==> config.mk <==
export PLATFORM = sky130hd
export DESIGN_NAME = cdiv_share_arbiter
export DESIGN_NICKNAME = d
export VERILOG_FILES = /design/src/rtl/cdiv_arb_pkg.sv /design/src/rtl/cdiv_tag_fifo.sv /design/src/rtl/cdiv_share_arbiter.sv
export SDC_FILE = /design/constraint.sdc
export NUM_CORES = 1
export LEC_CHECK = 0
export BUFFER_PORTS_ARGS = -buffer_cell sky130_fd_sc_hd__buf_2
export CAP_MARGIN = 20
export CORE_AREA = 10 10 604 606
export DETAILED_ROUTE_END_ITERATION = 12
export DIE_AREA = 0 0 614 616
export GPL_TIMING_DRIVEN = 1
export HOLD_SLACK_MARGIN = 0.02
export PLACE_DENSITY = 0.3
export SETUP_SLACK_MARGIN = 0.5
export SYNTH_ARGS = -nofsm -noshare
export SYNTH_HDL_FRONTEND = slang
export SYNTH_SLANG_ARGS = --single-unit
export TNS_END_PERCENT = 1
==> constraint.sdc <==
create_clock -name clk_i -period 6.3 [get_ports clk_i]
set_input_delay 0.63 -clock clk_i [delete_from_list [all_inputs] [get_ports clk_i]]
set_output_delay 0.63 -clock clk_i [all_outputs]
set_load 0.01 [all_outputs]
==> src/rtl/cdiv_arb_pkg.sv <==
// Shared types and defaults for the complex-divider share arbiter.
// Operands and results travel as packed 64-bit double lanes.
package cdiv_arb_pkg;

    localparam int unsigned DefaultNumReq      = 4;
    localparam int unsigned DefaultMaxInflight = 4;
    localparam int unsigned FpW                = 64;

    typedef struct packed {
        logic [FpW-1:0] b2;
        logic [FpW-1:0] a2;
        logic [FpW-1:0] b1;
        logic [FpW-1:0] a1;
    } cdiv_operands_t;

    typedef struct packed {
        logic [FpW-1:0] b;
        logic [FpW-1:0] a;
    } cdiv_result_t;

    // Same bit layout as fpnew_pkg::status_t, so divider flags pass through untouched.
    typedef struct packed {
        logic nv;
        logic dz;
        logic of;
        logic uf;
        logic nx;
    } status_t;

    localparam int unsigned OperandsW = $bits(cdiv_operands_t);
    localparam int unsigned ResultW   = $bits(cdiv_result_t);
    localparam int unsigned StatusW   = $bits(status_t);

    function automatic int unsigned rr_next(input int unsigned idx, input int unsigned n);
        return (idx + 1 >= n) ? 0 : idx + 1;
    endfunction

endpackage

==> src/rtl/cdiv_tag_fifo.sv <==
// In-order tag FIFO recording which requester owns each in-flight divider operation.
// Flush empties the FIFO on the next edge and overrides any push or pop.
module cdiv_tag_fifo #(
    parameter int unsigned Depth = 4,
    parameter int unsigned Width = 2,
    parameter int unsigned CntW  = $clog2(Depth + 1)
) (
    input  logic             clk_i,
    input  logic             rst_ni,
    input  logic             flush_i,
    input  logic             push_i,
    input  logic [Width-1:0] data_i,
    input  logic             pop_i,
    output logic [Width-1:0] data_o,
    output logic             full_o,
    output logic             empty_o,
    output logic [CntW-1:0]  count_o
);

    localparam int unsigned PtrW = (Depth > 1) ? $clog2(Depth) : 1;

    logic [Width-1:0] mem_q [Depth];
    logic [PtrW-1:0]  wr_ptr_q, wr_ptr_d;
    logic [PtrW-1:0]  rd_ptr_q, rd_ptr_d;
    logic [CntW-1:0]  count_q, count_d;
    logic             push_ok, pop_ok;

    function automatic logic [PtrW-1:0] ptr_inc(input logic [PtrW-1:0] ptr);
        return (ptr == PtrW'(Depth - 1)) ? '0 : ptr + PtrW'(1);
    endfunction

    assign full_o  = (count_q == CntW'(Depth));
    assign empty_o = (count_q == '0);
    assign count_o = count_q;
    assign data_o  = mem_q[rd_ptr_q];

    assign push_ok = push_i & ~full_o;
    assign pop_ok  = pop_i & ~empty_o;

    always_comb begin
        wr_ptr_d = wr_ptr_q;
        rd_ptr_d = rd_ptr_q;
        count_d  = count_q;
        if (flush_i) begin
            wr_ptr_d = '0;
            rd_ptr_d = '0;
            count_d  = '0;
        end else begin
            if (push_ok) begin
                wr_ptr_d = ptr_inc(wr_ptr_q);
            end
            if (pop_ok) begin
                rd_ptr_d = ptr_inc(rd_ptr_q);
            end
            unique case ({push_ok, pop_ok})
                2'b10:   count_d = count_q + CntW'(1);
                2'b01:   count_d = count_q - CntW'(1);
                default: count_d = count_q;
            endcase
        end
    end

    always_ff @(posedge clk_i or negedge rst_ni) begin
        if (!rst_ni) begin
            wr_ptr_q <= '0;
            rd_ptr_q <= '0;
            count_q  <= '0;
        end else begin
            wr_ptr_q <= wr_ptr_d;
            rd_ptr_q <= rd_ptr_d;
            count_q  <= count_d;
        end
    end

    always_ff @(posedge clk_i or negedge rst_ni) begin
        if (!rst_ni) begin
            for (int i = 0; i < int'(Depth); i++) begin
                mem_q[i] <= '0;
            end
        end else if (push_ok && !flush_i) begin
            mem_q[wr_ptr_q] <= data_i;
        end
    end

endmodule

==> src/rtl/cdiv_share_arbiter.sv <==
// Round-robin arbiter sharing one pipelined complex divider between NUM_REQ requesters.
// Issue order is tagged in a FIFO so in-order results are routed back to their owner.
module cdiv_share_arbiter
    import cdiv_arb_pkg::*;
#(
    parameter int unsigned NUM_REQ      = DefaultNumReq,
    parameter int unsigned MAX_INFLIGHT = DefaultMaxInflight,
    parameter int unsigned IDX_W        = (NUM_REQ > 1) ? $clog2(NUM_REQ) : 1
) (
    input  logic                           clk_i,
    input  logic                           rst_ni,
    input  logic                           flush_i,
    input  logic [NUM_REQ*OperandsW-1:0]   req_operands_i,
    input  logic [NUM_REQ-1:0]             req_valid_i,
    output logic [NUM_REQ-1:0]             req_ready_o,
    output logic [ResultW-1:0]             resp_result_o,
    output logic [StatusW-1:0]             resp_status_o,
    output logic [NUM_REQ-1:0]             resp_valid_o,
    input  logic [NUM_REQ-1:0]             resp_ready_i,
    output logic [OperandsW-1:0]           div_operands_o,
    output logic                           div_in_valid_o,
    input  logic                           div_in_ready_i,
    input  logic [ResultW-1:0]             div_result_i,
    input  logic [StatusW-1:0]             div_status_i,
    input  logic                           div_out_valid_i,
    output logic                           div_out_ready_o,
    output logic                           div_flush_o,
    output logic                           busy_o,
    output logic                           err_o
);

    localparam int unsigned CntW = $clog2(MAX_INFLIGHT + 1);

    cdiv_operands_t   req_ops [NUM_REQ];
    logic [IDX_W-1:0] rr_ptr_q, rr_ptr_d;
    logic [IDX_W-1:0] lock_idx_q, lock_idx_d;
    logic             lock_q, lock_d;
    logic             err_q, err_d;
    logic [IDX_W-1:0] rr_grant, grant, head;
    logic             rr_found, have_req;
    logic             full, empty, issue, pop;
    logic [CntW-1:0]  count;

    for (genvar i = 0; i < int'(NUM_REQ); i++) begin : g_unpack
        assign req_ops[i] = req_operands_i[i*OperandsW +: OperandsW];
    end

    // Scan from rr_ptr upward, wrapping, and take the first valid requester.
    always_comb begin
        int unsigned      cand;
        logic [IDX_W-1:0] cand_idx;
        cand     = 0;
        cand_idx = '0;
        rr_found = 1'b0;
        rr_grant = rr_ptr_q;
        for (int unsigned k = 0; k < NUM_REQ; k++) begin
            cand     = (32'(rr_ptr_q) + k) % NUM_REQ;
            cand_idx = IDX_W'(cand);
            if (!rr_found && req_valid_i[cand_idx]) begin
                rr_found = 1'b1;
                rr_grant = cand_idx;
            end
        end
    end

    assign grant    = lock_q ? lock_idx_q : rr_grant;
    assign have_req = req_valid_i[grant];

    assign div_in_valid_o = have_req & ~full & ~flush_i;
    assign div_operands_o = have_req ? req_ops[grant] : '0;
    assign issue          = div_in_valid_o & div_in_ready_i;

    always_comb begin
        req_ready_o        = '0;
        req_ready_o[grant] = have_req & div_in_ready_i & ~full & ~flush_i;
    end

    // Hold the grant while the divider back-pressures so its inputs stay stable.
    always_comb begin
        lock_d     = lock_q;
        lock_idx_d = lock_idx_q;
        rr_ptr_d   = rr_ptr_q;
        if (flush_i) begin
            lock_d = 1'b0;
        end else if (issue) begin
            lock_d   = 1'b0;
            rr_ptr_d = IDX_W'(rr_next(32'(grant), NUM_REQ));
        end else if (div_in_valid_o) begin
            lock_d     = 1'b1;
            lock_idx_d = grant;
        end
    end

    always_comb begin
        resp_valid_o       = '0;
        resp_valid_o[head] = div_out_valid_i & ~empty & ~flush_i;
    end

    // With no owner the result is drained (and flagged) rather than left to wedge the divider.
    assign div_out_ready_o = rst_ni & (empty | resp_ready_i[head]);
    assign pop             = div_out_valid_i & div_out_ready_o & ~empty & ~flush_i;
    assign err_d           = err_q | (div_out_valid_i & empty);

    assign resp_result_o = div_result_i;
    assign resp_status_o = div_status_i;
    assign div_flush_o   = flush_i;
    assign busy_o        = (count != '0) | lock_q;
    assign err_o         = err_q;

    cdiv_tag_fifo #(
        .Depth (MAX_INFLIGHT),
        .Width (IDX_W),
        .CntW  (CntW)
    ) u_tag_fifo (
        .clk_i   (clk_i),
        .rst_ni  (rst_ni),
        .flush_i (flush_i),
        .push_i  (issue),
        .data_i  (grant),
        .pop_i   (pop),
        .data_o  (head),
        .full_o  (full),
        .empty_o (empty),
        .count_o (count)
    );

    always_ff @(posedge clk_i or negedge rst_ni) begin
        if (!rst_ni) begin
            rr_ptr_q   <= '0;
            lock_q     <= 1'b0;
            lock_idx_q <= '0;
            err_q      <= 1'b0;
        end else begin
            rr_ptr_q   <= rr_ptr_d;
            lock_q     <= lock_d;
            lock_idx_q <= lock_idx_d;
            err_q      <= err_d;
        end
    end

endmodule

==> metrics <==
VDD IR max=0.000467 V; initial antenna violation count=631; setup tns final=0 ns; final setup violation count=0; Net Count, Synth=2057; post_cts resized=0; Syn Area/Cell=11.7 um2; CTS tree=done; Rel. slew slack=0.309; Clock power frac=0.013; grt ovf=0; multi-input logic area=8250 um2; post-synth top area cell=mux4_2; Startpoint Class=primary input; CP arrival=4.01 ns; initial core utilization=0.0291; Tcrit/Tclk final=0.737; data required time of the worst path=5.67 ns; Reg power frac=0.021; Seq cells post-synth=21; via count=17.3k; TritonCTS buffer count=3; Syn-to-layout area delta=114%; register area share after synthesis=0.0513; postcts setup bufs=0; Net Sw Frac=0.594; 1st-iter DRT viols=1660; Layout fillers=41.7k; fin crit period=4.64 ns; Tot GR Track Use=0.161; P_leak=8.36 nW; # DRC=0; Top Ports=1572; Synth Warn #=0; Slew @ Worst Pin=1.04 ns; top-area cell type share of the netlist area=0.567; Max Buffers Root-to-Sink=2; final WL=321 mm; die area=378000 um2; WS Path Type=primary input to output port; pre-CTS WS=1.56 ns; DRT Pass-1 Iters=5; pin count of the biggest net entering global routing=112; final hold vios=0; Routed Antenna Nets=0; Achievable Freq=0.215 GHz; root buf cell=clkbuf_16; routability cong.=0.995; post-layout power=0.0111 W; vias per cell=2.51; cts hold-fix bufs=0; crit path capture type=output port; Fin Clk Skew=0.00228 ns; final worst slack=1.66 ns; RSZ-0062 raised after global routing=false; routed length per instance=46.7 um; PD cells=505 nW/um2; first-pass GRT wire length=354 mm; Netlist cell types=48; asr flop ratio synth=1.00; clk_lat worst skew=0.26 ns; Post-Layout Cell Count=6869; Die H=616 um; outcome=complete, no violations; clock transition at the registers of the reported paths=0.06 ns; Final nets=3159; EDFF count, synth=0; Horiz. Die Dim=614 um; Gate Count Post-Synth=877; flip-flop and latch area=526 um2; RR Startpoint=rr_ptr_q[1]$_DFFE_PN0P_; H-tree levels=1; total of max-cap violations=0; crit path max fanout=115; Top FF cell, synth=dfrtp_1; core box area=352000 um2; Crit. Startpoint=req_valid_i[1]; end-of-flow core utilization=0.0623; Net Sw Power=0.00659 W; CTS sink count=21; Pint=0.00450 W; synthesized area=10300 um2; HPWL after detailed placement=309 mm; buffers added on ports=1305; Comb power frac=0.966; Area contributors post-synth=mux4_2 (57%), nor2b_1 (16%), buf_4 (11%), dfrtp_1 (5.1%), buf_2 (1.7%); row count=218; Hold WC Path Type=primary input to asynchronous set/reset pin; placed cells=6704; number of global-route vias before repair=14.9k; layout cell share with drive strength beyond 1=0.807; count of final max-slew check failures=0
## cells in the final DEF (no fill, tap or decap), types with 3 or more instances in the layout
cell type / instances
nor3_1: 3
nor2_1: 10
mux2i_1: 3
mux4_2: 258
nor3b_1: 5
o21ai_0: 3
diode_2: 161
buf_2: 1305
clkbuf_16: 3
mux2_2: 9
nand2_1: 15
dfrtp_1: 21
a21oi_1: 4
nand3_1: 3
nand2b_1: 4
inv_1: 6
and3_1: 6
nor2b_1: 257
buf_4: 9
o31ai_1: 4
ha_1: 9
buf_12: 7
## cell families (layout without fill, tap and decap cells)
logic type / count (synthesis) / in the layout / share of synthesized area
multiplexers: 272 / 272 / 0.582
adder cells (fa/ha/maj): 10 / 10 / 0.0129
other: 0 / 161 / 0
XOR/XNOR: 2 / 2 / 0.00171
flip-flops: 21 / 21 / 0.0513
buffers and inverters: 231 / 1332 / 0.147
AND/OR/NAND/NOR: 316 / 316 / 0.188
AO/OA/AOI/OAI: 25 / 25 / 0.0182
## layer usage
layer  track usage  routed length (um)  vias up  part of all wire
met5             0                2640        -            0.0082
met2         0.278              151000     2260              0.47
met3         0.168               71400     1236              0.22
met1         0.130               86200     7705              0.27
li1              -                   -     5674                 -
met4        0.0169                9230      396             0.029
## synthesized netlist by cell type (all sizes together) (3+ instances only)
master / number
a21oi: 4
and3: 6
buf: 200
clkbuf: 24
dfrtp: 21
ha: 9
inv: 7
mux2: 11
mux2i: 3
mux4: 258
nand2: 16
nand2b: 4
nand3: 3
nor2: 10
nor2b: 257
nor3: 4
nor3b: 5
o21ai: 4
o31ai: 5
## flip-flops by register name, indices dropped and copies added, names as in the netlist
register,cells
rr_ptr_q,2
u_tag_fifo.count_o,3
u_tag_fifo.rd_ptr_q,2
lock_q,1
u_tag_fifo.wr_ptr_q,2
u_tag_fifo.mem_q,8
err_o,1
lock_idx_q,2
## worst max-delay path, stage by stage
cell and delay (ns):
buf_2 0.14, nor3b_1 0.30, a2111oi_2 0.12, o31ai_4 0.25
buf_4 0.49, nand3_1 0.35, nand2_8 0.79, buf_4 0.48
nor2b_1 0.12, buf_2 0.18
## stage by stage
| step | hold slack (ns) | instance area, um2 |
|---|---|---|
| 6_report | 0.366 | 21900 |
| 4_1_cts | 0.400 | 21500 |
| 3_5_place_dp | 0.467 | 21500 |
| 5_1_grt | 0.414 | 21600 |
| 3_3_place_gp | 0.455 | 21500 |
| 2_1_floorplan | 0.334 | 10300 |
## power by group through the flow
stage | logic, W | registers, W | clock network [W]
floorplan | 0.00577 | 0.000212 | 0
global placement | 0.0110 | 0.000226 | 0
detailed placement | 0.0110 | 0.000228 | 0
CTS | 0.0111 | 0.000226 | 0.000148
global route | 0.0113 | 0.000236 | 0.000156
finish | 0.0107 | 0.000229 | 0.000144
## final cells by class
cell class | count | share of cell area
clock buffer | 3 | 0.00342
inverter | 7 | 0.00154
tap | 4730 | 0.270
multi-input combinational | 625 | 0.376
antenna | 161 | 0.0184
timing repair buffer | 1321 | 0.307
clock inverter | 1 | 0.000342
sequential | 21 | 0.0239
## worst paths after layout
path,to,slack [ns],depth (start not counted)
min in group clk_i,err_o$_DFF_PN0_,0.48,1
hold / removal,rr_ptr_q[1]$_DFFE_PN0P_,0.37,1
max in group asynchronous,err_o$_DFF_PN0_,5.54,1
hold reg to reg,err_o$_DFF_PN0_,0.48,1
setup reg to reg,u_tag_fifo.count_o[2]$_DFFE_PN0P_,2.55,10
setup / recovery,div_operands_o[128],1.66,10
Note: power is estimated with default switching activity, not from simulation.
